===== config.mk =====
export PLATFORM = sky130hd
export DESIGN_NAME = button_event_flat
export DESIGN_NICKNAME = d
export VERILOG_FILES = /design/src/rtl/button_event_pkg.sv /design/src/rtl/button_event_if.sv /design/src/rtl/button_event_cycle_timer.sv /design/src/rtl/button_event.sv /design/src/flat_wrapper.sv
export SDC_FILE = /design/constraint.sdc
export NUM_CORES = 1
export LEC_CHECK = 0
export BUFFER_PORTS_ARGS = -buffer_cell sky130_fd_sc_hd__buf_2
export CAP_MARGIN = 20
export CELL_PAD_IN_SITES_DETAIL_PLACEMENT = 1
export CELL_PAD_IN_SITES_GLOBAL_PLACEMENT = 1
export CORE_MARGIN = 3
export CORE_UTILIZATION = 24
export CTS_CLUSTER_SIZE = 16
export DETAILED_ROUTE_END_ITERATION = 8
export HOLD_SLACK_MARGIN = 0.03
export PLACE_DENSITY = 0.55
export SLEW_MARGIN = 20
export SYNTH_ARGS = -nofsm -noshare
export SYNTH_HDL_FRONTEND = slang
export SYNTH_SLANG_ARGS = --single-unit

===== constraint.sdc =====
create_clock -name clk -period 2.55 [get_ports clk]
set_clock_uncertainty 0.2 [all_clocks]
set_input_delay 0.255 -clock clk [delete_from_list [all_inputs] [get_ports clk]]
set_output_delay 0.255 -clock clk [all_outputs]
set_load 0.02 [all_outputs]

===== src/rtl/button_event_pkg.sv =====
// Shared state encodings and default cycle constants for the button event block
// and the game controller that consumes its events.
package button_event_pkg;

    typedef enum logic [1:0] {
        ST_WAIT_LOW = 2'd0,
        ST_IDLE     = 2'd1,
        ST_PRESS    = 2'd2,
        ST_LONG     = 2'd3
    } state_t;

    localparam int DEFAULT_LONG_CYCLES   = 50_000_000;
    localparam int DEFAULT_REPEAT_CYCLES = 10_000_000;
    localparam int DEFAULT_CNT_W         = 27;
    localparam int PRESS_COUNT_W         = 8;

    function automatic logic is_held(input state_t s);
        return (s == ST_PRESS) || (s == ST_LONG);
    endfunction

endpackage


===== src/rtl/button_event_if.sv =====
// Debounced button level in, one-cycle button events out.
// master = event generator, slave = consumer (game control FSM).
interface button_event_if;
    import button_event_pkg::*;

    logic                     btn_in;
    logic                     press_pulse;
    logic                     release_pulse;
    logic                     long_pulse;
    logic                     repeat_pulse;
    logic                     held;
    logic                     was_long;
    logic [PRESS_COUNT_W-1:0] press_count;

    modport master (
        input  btn_in,
        output press_pulse, release_pulse, long_pulse, repeat_pulse,
        output held, was_long, press_count
    );

    modport slave (
        output btn_in,
        input  press_pulse, release_pulse, long_pulse, repeat_pulse,
        input  held, was_long, press_count
    );

endinterface


===== src/rtl/button_event_cycle_timer.sv =====
// Clear/enable cycle counter with a terminal-count compare; clear has priority.
module button_event_cycle_timer #(
    parameter int CNT_W = 27
) (
    input  logic             clk,
    input  logic             rst_n,
    input  logic             clear,
    input  logic             enable,
    input  logic [CNT_W-1:0] terminal,
    output logic             at_terminal
);

    logic [CNT_W-1:0] count_reg;

    always_ff @(posedge clk or negedge rst_n) begin
        if (!rst_n) begin
            count_reg <= '0;
        end else if (clear) begin
            count_reg <= '0;
        end else if (enable) begin
            count_reg <= count_reg + CNT_W'(1);
        end
    end

    assign at_terminal = (count_reg == terminal);

endmodule


===== src/rtl/button_event.sv =====
// Turns a debounced button level into registered one-cycle press/release/long/repeat
// events plus a press counter. Auto-repeat is built only with BUTTON_AUTO_REPEAT_EN.
module button_event
    import button_event_pkg::*;
#(
    parameter int LONG_CYCLES   = DEFAULT_LONG_CYCLES,
    parameter int REPEAT_CYCLES = DEFAULT_REPEAT_CYCLES,
    parameter int CNT_W         = DEFAULT_CNT_W
) (
    input  logic            clk,
    input  logic            rst_n,
    button_event_if.master  evt
);

    localparam logic [CNT_W-1:0] LONG_TC   = CNT_W'(LONG_CYCLES - 1);
    localparam logic [CNT_W-1:0] REPEAT_TC = CNT_W'(REPEAT_CYCLES - 1);

    state_t                   state_reg, state_next;
    logic                     press_reg, press_next;
    logic                     release_reg, release_next;
    logic                     long_reg, long_next;
    logic                     repeat_reg, repeat_next;
    logic                     held_reg, held_next;
    logic                     was_long_reg, was_long_next;
    logic [PRESS_COUNT_W-1:0] count_reg, count_next;

    logic             btn;
    logic             at_terminal;
    logic             repeat_fire;
    logic             timer_clear;
    logic [CNT_W-1:0] terminal;

    assign btn      = evt.btn_in;
    assign terminal = (state_reg == ST_LONG) ? REPEAT_TC : LONG_TC;

`ifdef BUTTON_AUTO_REPEAT_EN
    assign repeat_fire = (state_reg == ST_LONG) && btn && at_terminal;
    assign timer_clear = (state_next != state_reg) || !is_held(state_reg) || repeat_fire;
`else
    assign repeat_fire = 1'b0;
    // Without auto-repeat the LONG timer is parked at zero.
    assign timer_clear = (state_next != state_reg) || (state_reg != ST_PRESS);
`endif

    button_event_cycle_timer #(.CNT_W(CNT_W)) u_timer (
        .clk         (clk),
        .rst_n       (rst_n),
        .clear       (timer_clear),
        .enable      (!timer_clear),
        .terminal    (terminal),
        .at_terminal (at_terminal)
    );

    always_ff @(posedge clk or negedge rst_n) begin
        if (!rst_n) begin
            state_reg    <= ST_WAIT_LOW;
            press_reg    <= 1'b0;
            release_reg  <= 1'b0;
            long_reg     <= 1'b0;
            repeat_reg   <= 1'b0;
            held_reg     <= 1'b0;
            was_long_reg <= 1'b0;
            count_reg    <= '0;
        end else begin
            state_reg    <= state_next;
            press_reg    <= press_next;
            release_reg  <= release_next;
            long_reg     <= long_next;
            repeat_reg   <= repeat_next;
            held_reg     <= held_next;
            was_long_reg <= was_long_next;
            count_reg    <= count_next;
        end
    end

    // A level already high out of reset must drop before a press can be accepted.
    always_comb begin
        state_next = state_reg;
        case (state_reg)
            ST_WAIT_LOW: if (!btn) state_next = ST_IDLE;
            ST_IDLE:     if (btn)  state_next = ST_PRESS;
            ST_PRESS: begin
                if (!btn)             state_next = ST_IDLE;
                else if (at_terminal) state_next = ST_LONG;
            end
            ST_LONG:     if (!btn) state_next = ST_IDLE;
            default:     state_next = ST_WAIT_LOW;
        endcase
    end

    // Release is checked first in every held state, so it beats long/repeat on the same edge.
    always_comb begin
        press_next    = (state_reg == ST_IDLE) && btn;
        release_next  = is_held(state_reg) && !btn;
        long_next     = (state_reg == ST_PRESS) && btn && at_terminal;
        repeat_next   = repeat_fire;
        held_next     = is_held(state_next);
        count_next    = count_reg + PRESS_COUNT_W'(press_next || repeat_fire);
        was_long_next = was_long_reg;
        if (press_next) begin
            was_long_next = 1'b0;
        end else if ((state_reg == ST_LONG) && !btn) begin
            was_long_next = 1'b1;
        end
    end

    assign evt.press_pulse   = press_reg;
    assign evt.release_pulse = release_reg;
    assign evt.long_pulse    = long_reg;
    assign evt.repeat_pulse  = repeat_reg;
    assign evt.held          = held_reg;
    assign evt.was_long      = was_long_reg;
    assign evt.press_count   = count_reg;

endmodule


===== src/flat_wrapper.sv =====
// flat-port wrapper written by rule: the top's interface ports become plain ports
module button_event_flat import button_event_pkg::*;
#(
    parameter int LONG_CYCLES   = DEFAULT_LONG_CYCLES,
    parameter int REPEAT_CYCLES = DEFAULT_REPEAT_CYCLES,
    parameter int CNT_W         = DEFAULT_CNT_W
)
  (clk, rst_n, evt_btn_in, evt_press_pulse, evt_release_pulse, evt_long_pulse, evt_repeat_pulse, evt_held, evt_was_long, evt_press_count);
  button_event_if evt_i ();
  input  logic clk;
  input  logic rst_n;
  input wire logic [$bits(evt_i.btn_in)-1:0] evt_btn_in;
  output wire logic [$bits(evt_i.press_pulse)-1:0] evt_press_pulse;
  output wire logic [$bits(evt_i.release_pulse)-1:0] evt_release_pulse;
  output wire logic [$bits(evt_i.long_pulse)-1:0] evt_long_pulse;
  output wire logic [$bits(evt_i.repeat_pulse)-1:0] evt_repeat_pulse;
  output wire logic [$bits(evt_i.held)-1:0] evt_held;
  output wire logic [$bits(evt_i.was_long)-1:0] evt_was_long;
  output wire logic [$bits(evt_i.press_count)-1:0] evt_press_count;
  assign evt_i.btn_in = evt_btn_in;
  assign evt_press_pulse = evt_i.press_pulse;
  assign evt_release_pulse = evt_i.release_pulse;
  assign evt_long_pulse = evt_i.long_pulse;
  assign evt_repeat_pulse = evt_i.repeat_pulse;
  assign evt_held = evt_i.held;
  assign evt_was_long = evt_i.was_long;
  assign evt_press_count = evt_i.press_count;
  button_event #(.LONG_CYCLES(LONG_CYCLES), .REPEAT_CYCLES(REPEAT_CYCLES), .CNT_W(CNT_W)) u_core (.clk(clk), .rst_n(rst_n), .evt(evt_i));
endmodule

[Word level (Yosys, flattened, before mapping)]
Index checks and enable logic that the tools add are counted.
Storage, ports and cells
  register bits after elaboration: 42
  input port bits: 3
  output and inout bits: 14
  word-level logic and storage cells: 39
Operators by class
  add/sub/neg operators: 2
  equal/unequal tests: 8
  mux-type cells: 9
  reduce and logical (&&, ||, !) cells: 12
Operators with widths (number)
  27-bit by 1-bit adder with 27-bit output (second input constant): 1
  27-bit equality test: 1
  27-bit two-way mux: 1
  26-bit two-way mux: 1
  8-bit by 1-bit adder with 8-bit output: 1
  2-bit equality test (second input constant): 4
  2-bit two-way mux: 4
  2-bit one-hot mux with 3 select lines: 1
  1-bit logical AND: 5
  1-bit logical OR: 3
  2-bit by 1-bit equality test with 1-bit output (second input constant): 1
  2-bit logical NOT: 1
  1-bit two-way mux: 2
  2-bit inequality test: 1
  2-bit inequality test (second input constant): 1
  2-bit nonzero test: 1
  2-bit OR reduction: 1
  1-bit logical NOT: 1

[Depth between registers and ports, before layout]
  word-level depth: 9
  gate-level depth with buffers: 9
  mapped depth without buffers: 8

[Cells and area by module]
A second synthesis with hierarchy kept.
Unflattened totals
  cell total of the unflattened synthesis: 252
  area total of the unflattened synthesis: 2416.1 um^2
Modules (own cells, without submodules)
  button_event_cycle_timer: times used 1, cells each 187, area each 1707.9 um^2, seq. area each 675.6 um^2
  button_event: times used 1, cells each 65, area each 708.2 um^2, seq. area each 350.3 um^2

[Worst setup path before layout]
No wires, ideal clock.
  path type: flip-flop to flip-flop
  start point: register u_core.state_reg[0]
  end point: register u_core.u_timer.count_reg[8]
  setup time: 119 ps
  data arrival time: 1989 ps
  data required time: 2231 ps
  setup slack: 242 ps
  cell stages (with the launch flop): 10
  path buffers: 2
  clock period less this slack: 2308 ps
  cells stage by stage: dfrtp_1 > inv_1 > ha_1 > or4b_1 > nor4_1 > o211a_1 > a21o_1 > buf_6 > buf_12 > nor2_2
Between the ends
  word-level cells in the longest chain between the ends: 9
  elaborated cells between the ends (all ways): 16
  those cells by class: 6 x eq/ne; 7 x mux; 3 x reduce/logical
RTL lines
  from (decl): RTL line button_event.sv:18  | state_t state_reg, state_next;
  from (signal assigned): RTL line button_event.sv:65  | state_reg <= state_next;
  2-bit equality test: RTL line button_event.sv:34, button_event.sv:79
  26-bit two-way mux: RTL line button_event.sv:34  | assign terminal = (state_reg == ST_LONG) ? REPEAT_TC : LONG_TC;
  27-bit equality test: RTL line button_event_cycle_timer.sv:25  | assign at_terminal = (count_reg == terminal);
  2-bit two-way mux: RTL line button_event.sv:84  | else if (at_terminal) state_next = ST_LONG;
  2-bit two-way mux: RTL line button_event.sv:83  | if (!btn) state_next = ST_IDLE;
  2-bit one-hot mux with 3 select lines: RTL line button_event.sv:79  | case (state_reg)
  2-bit inequality test: RTL line button_event.sv:42  | assign timer_clear = (state_next != state_reg) || (state_reg != ST_PRESS);
  1-bit logical OR *: RTL line button_event.sv:42
  27-bit two-way mux *: RTL line button_event_cycle_timer.sv:18  | end else if (clear) begin
  to (signal assigned): RTL line button_event_cycle_timer.sv:21  | count_reg <= count_reg + CNT_W'(1);
  to (decl): RTL line button_event_cycle_timer.sv:13  | logic [CNT_W-1:0] count_reg;
Every way passes the cells marked *; elsewhere a longest branch is shown, timed or not.
A chain may end at the register's enable or synchronous reset.

[Worst setup path in the final report]
  start point: register u_core.state_reg[1]
  end point: register u_core.u_timer.count_reg[19]
The elaborated chain is that of the path after synthesis.

==> results.md <==
| Result | Reported | Unit |
|---|---|---|
| Total inserted antenna cells | 0 | - |
| Placed cells | 328 | - |
| Arr. time, crit path | 2360 | ps |
| Worst skew pair latency | 290 | ps |
| Number of library cell types mapped by synthesis | 32 | - |
| Area of placed instances | 2320 | um2 |
| Post-synth EDFFs | 0 | - |
| Max_cap viols | 0 | - |
| Crit path time final | 2370 | ps |
| Number of antenna violations at the first check in global routing | 0 | - |
| Synth-to-Final Area Change | 18.9 | % |
| RD Place Congestion | 0.830 | - |
| Setup TNS after final layout | 0 | ps |
| Detailed-route wire length on metal 1 | 2180 | um |
| Post-synthesis instance area | 2090 | um2 |
| Hold violation count in the final report | 0 | - |
| Die Height | 99.3 | um |
| Via count of the first global-routing pass | 1612 | - |
| CP startpoint | u_core.state_reg[1]$_DFF_PN0_ | - |
| Share of async-settable or async-resettable flops after synthesis | 1.00 | - |
| RSZ-0062 raised after global routing | false | - |
| Residual DRC | 0 | - |
| Synthesized instance count | 200 | - |
| Pin count of the biggest net entering global routing | 31 | - |
| Area of the core | 8340 | um2 |
| Share of post-route cells with drive strength above 1 | 0.260 | - |
| Initial Util | 0.250 | - |
| Worst voltage drop across the vdd grid | 348 | uV |
| Slew Limit Headroom | 0.630 | - |
| Req. time, crit path | 2540 | ps |
| Transition at the pin with the smallest max-transition slack | 548 | ps |
| Leakage power | 1.07 | nW |
| Die X | 99.3 | um |
| Average wire per cell in the routed design | 13.2 | um |
| Overall die area | 9850 | um2 |
| Max Buffers Root-to-Sink | 2 | - |
| Power density relative to cell area | 724 | nW/um2 |
| R2R cell count | 7 | - |
| Outcome | complete, no violations | - |
| Top flip-flop cell by instance count after synthesis | sky130_fd_sc_hd__dfrtp_1 | - |
| Post-DR vias/cell | 4.39 | - |
| Fmax | 422 | MHz |
| Final instance count without filler cells | 340 | - |
| Post-synthesis sequential area ratio | 0.504 | - |
| First-pass GRT wire length | 7990 | um |
| Critical path endpoint category | flip-flop | - |
| WS Path Type | flip-flop to flip-flop | - |
| Clock buffers created by TritonCTS | 5 | - |
| Number of levels the H-tree was split into | 2 | - |
| Yosys warnings | 0 | - |
| Drt total wl | 4490 | um |
| Routed length on met2 | 2110 | um |
| Avg Cell Area, Syn | 10.4 | um2 |
| Residual antenna-violating net count after detailed routing | 0 | - |
| Num ports | 17 | - |
| Number of buffers added on ports | 15 | - |
| Final worst-path cycle share | 0.930 | - |
| Count of nets after finishing | 243 | - |
| Nature of the critical path startpoint | flip-flop | - |
| Total vias in the final route | 1491 | - |
| Total routing usage reported by global routing | 0.100 | - |
| Number of flip-flops under the largest register name | 27 | - |
| Clock Root Buffer | sky130_fd_sc_hd__clkbuf_8 | - |
| Clk sinks | 42 | - |
| Clock transition at the registers of the reported paths | 80 | ps |
| Clock tree from TritonCTS | done | - |
| HPWL Detailed | 3400 | um |
| Final instance area | 2480 | um2 |
| Net count after synthesis | 209 | - |
| Highest net fanout along the worst path | 9 | - |
| Final global-route overflow total | 0 | - |
| Max layer used | met4 | - |
| Drt first pass iters | 4 | - |
| Setup slack on the worst flop-to-flop path | 180 | ps |
| Hold/Removal Path Class | input port to async pin | - |
| Sum of met3 wire segment lengths after detailed routing | 106 | um |
| Final Max Tran Viols | 0 | - |
| Flip-flop and latch count after synthesis | 42 | - |
| Number of rows in the core area | 33 | - |
| Startpoint of the most critical register-to-register path | u_core.state_reg[1]$_DFF_PN0_ | - |
| Count of endpoints failing setup in the final report | 0 | - |
| Iter 0 DRT Violations | 53 | - |
| R2r endpoint | u_core.u_timer.count_reg[19]$_DFF_PN0_ | - |
-- cell usage after synthesis, drive strengths merged (2+ instances only) --
| cell type | instances | area [um2] |
|---|---|---|
| and2 | 3 | 18.8 |
| and3 | 4 | 25.0 |
| buf | 4 | 58.8 |
| dfrtp | 42 | 1050 |
| ha | 6 | 75.1 |
| inv | 7 | 26.3 |
| nand2 | 12 | 45.0 |
| nand3 | 15 | 75.1 |
| nand4 | 7 | 43.8 |
| nand4b | 2 | 17.5 |
| nor2 | 40 | 200 |
| nor3 | 5 | 25.0 |
| nor4 | 4 | 25.0 |
| o21ai | 3 | 15.0 |
| or3 | 2 | 12.5 |
| or4b | 3 | 30.0 |
| xnor2 | 11 | 96.3 |
| xor2 | 20 | 175 |
-- how the worst max path moves through the flow --
| stage | slack, ps | endpoint | cells after the start |
|---|---|---|---|
| final | 180 | u_core.u_timer.count_reg[19]$_DFF_PN0_ | 7 |
| after global routing | 20 | u_core.u_timer.count_reg[19]$_DFF_PN0_ | 8 |
| after CTS | 70 | u_core.u_timer.count_reg[5]$_DFF_PN0_ | 8 |
| after detailed placement | 90 | u_core.u_timer.count_reg[19]$_DFF_PN0_ | 8 |
| after global placement | 140 | u_core.u_timer.count_reg[19]$_DFF_PN0_ | 7 |
| after floorplan | 240 | u_core.u_timer.count_reg[8]$_DFF_PN0_ | 9 |
-- cell usage in the layout, fill, tap and decap left out --
master                          instances
sky130_fd_sc_hd__buf_4                 11
sky130_fd_sc_hd__nor2_1                20
sky130_fd_sc_hd__clkbuf_8               6
sky130_fd_sc_hd__o311ai_0               1
sky130_fd_sc_hd__o211a_1                1
sky130_fd_sc_hd__nand4_1                7
sky130_fd_sc_hd__buf_2                 15
sky130_fd_sc_hd__o2bb2ai_1              1
sky130_fd_sc_hd__inv_2                  1
sky130_fd_sc_hd__nor3_1                 5
sky130_fd_sc_hd__nor4_1                 3
sky130_fd_sc_hd__and3_1                 4
sky130_fd_sc_hd__a211oi_2               1
sky130_fd_sc_hd__dfrtp_1               42
sky130_fd_sc_hd__clkbuf_1               1
sky130_fd_sc_hd__nand3_1               15
sky130_fd_sc_hd__buf_6                  3
sky130_fd_sc_hd__or3_1                  2
sky130_fd_sc_hd__dlygate4sd3_1          2
sky130_fd_sc_hd__xnor2_1               11
sky130_fd_sc_hd__or2_2                  1
sky130_fd_sc_hd__clkinv_2               1
sky130_fd_sc_hd__conb_1                 1
sky130_fd_sc_hd__o21ai_0                3
sky130_fd_sc_hd__a21oi_1                1
sky130_fd_sc_hd__xor2_1                20
sky130_fd_sc_hd__nand2_1               12
sky130_fd_sc_hd__and2_0                 1
sky130_fd_sc_hd__nor2_2                20
sky130_fd_sc_hd__nor4_2                 1
sky130_fd_sc_hd__or4b_1                 3
sky130_fd_sc_hd__ha_1                   6
sky130_fd_sc_hd__and2_1                 2
sky130_fd_sc_hd__o22ai_1                1
sky130_fd_sc_hd__a21o_4                 1
sky130_fd_sc_hd__inv_1                  6
sky130_fd_sc_hd__nand4b_1               2
sky130_fd_sc_hd__or4_1                  1
-- final cells by class --
type	count	area, um2
Tap cell	105	131
Multi-Input combinational cell	147	970
Inverter	7	26.3
Fill cell	962	5860
Clock buffer	7	86.3
Sequential cell	42	1050
Timing Repair Buffer	31	211
Clock inverter	1	5.00
-- cells by family (layout without fill, tap and decap cells) --
| kind of cell | after synthesis | count (layout) | synth area share |
|---|---|---|---|
| DFF | 42 | 42 | 0.504 |
| AOI/OAI and AO/OA | 10 | 10 | 0.0330 |
| buffers and inverters | 11 | 46 | 0.0408 |
| xor gates and xnor gates | 31 | 31 | 0.130 |
| adders and majority gates | 6 | 6 | 0.0360 |
| other | 1 | 1 | 0.00180 |
| and+or+nand+nor | 99 | 99 | 0.255 |
-- through the flow --
step / utilization / worst slack [ps] / hold slack, ps / power (mW)
6_report: 0.297 / 179 / 175 / 1.80
5_1_grt: 0.297 / 23.0 / 207 / 1.93
4_1_cts: 0.292 / 72.0 / 178 / 1.78
3_5_place_dp: 0.279 / 85.3 / -44.9 / 1.32
3_3_place_gp: 0.279 / 143 / -45.2 / 1.32
2_1_floorplan: - / 242 / -241 / 1.18
-- routing by layer --
layer / track usage / up-vias
met5: 0 / -
met4: 0.0399 / 0
met3: 0.0203 / 8
met2: 0.161 / 16
met1: 0.132 / 725
li1: - / 742
-- where the power goes --
group          total (mW)  internal, mW  switching [mW]
registers           0.822         0.749          0.0725
clock network       0.442         0.219           0.224
logic               0.534         0.215           0.319
-- worst max-delay path, cell delays in order (launching register included) --
cell	delay [ps]
sky130_fd_sc_hd__dfrtp_1	430
sky130_fd_sc_hd__ha_1	250
sky130_fd_sc_hd__or4b_1	560
sky130_fd_sc_hd__nor3_1	170
sky130_fd_sc_hd__o211a_1	260
sky130_fd_sc_hd__a21o_4	180
sky130_fd_sc_hd__buf_6	160
sky130_fd_sc_hd__nor2_2	50
-- timing repair --
item                                    in CTS  in global routing
endpoints found under the setup margin       0                 27
hold buffers                                 2                  0
resized for setup                            0                  9
setup buffers                                0                  1
hold endpoints to repair                    14                  0
(Power assumes the default switching activity.)
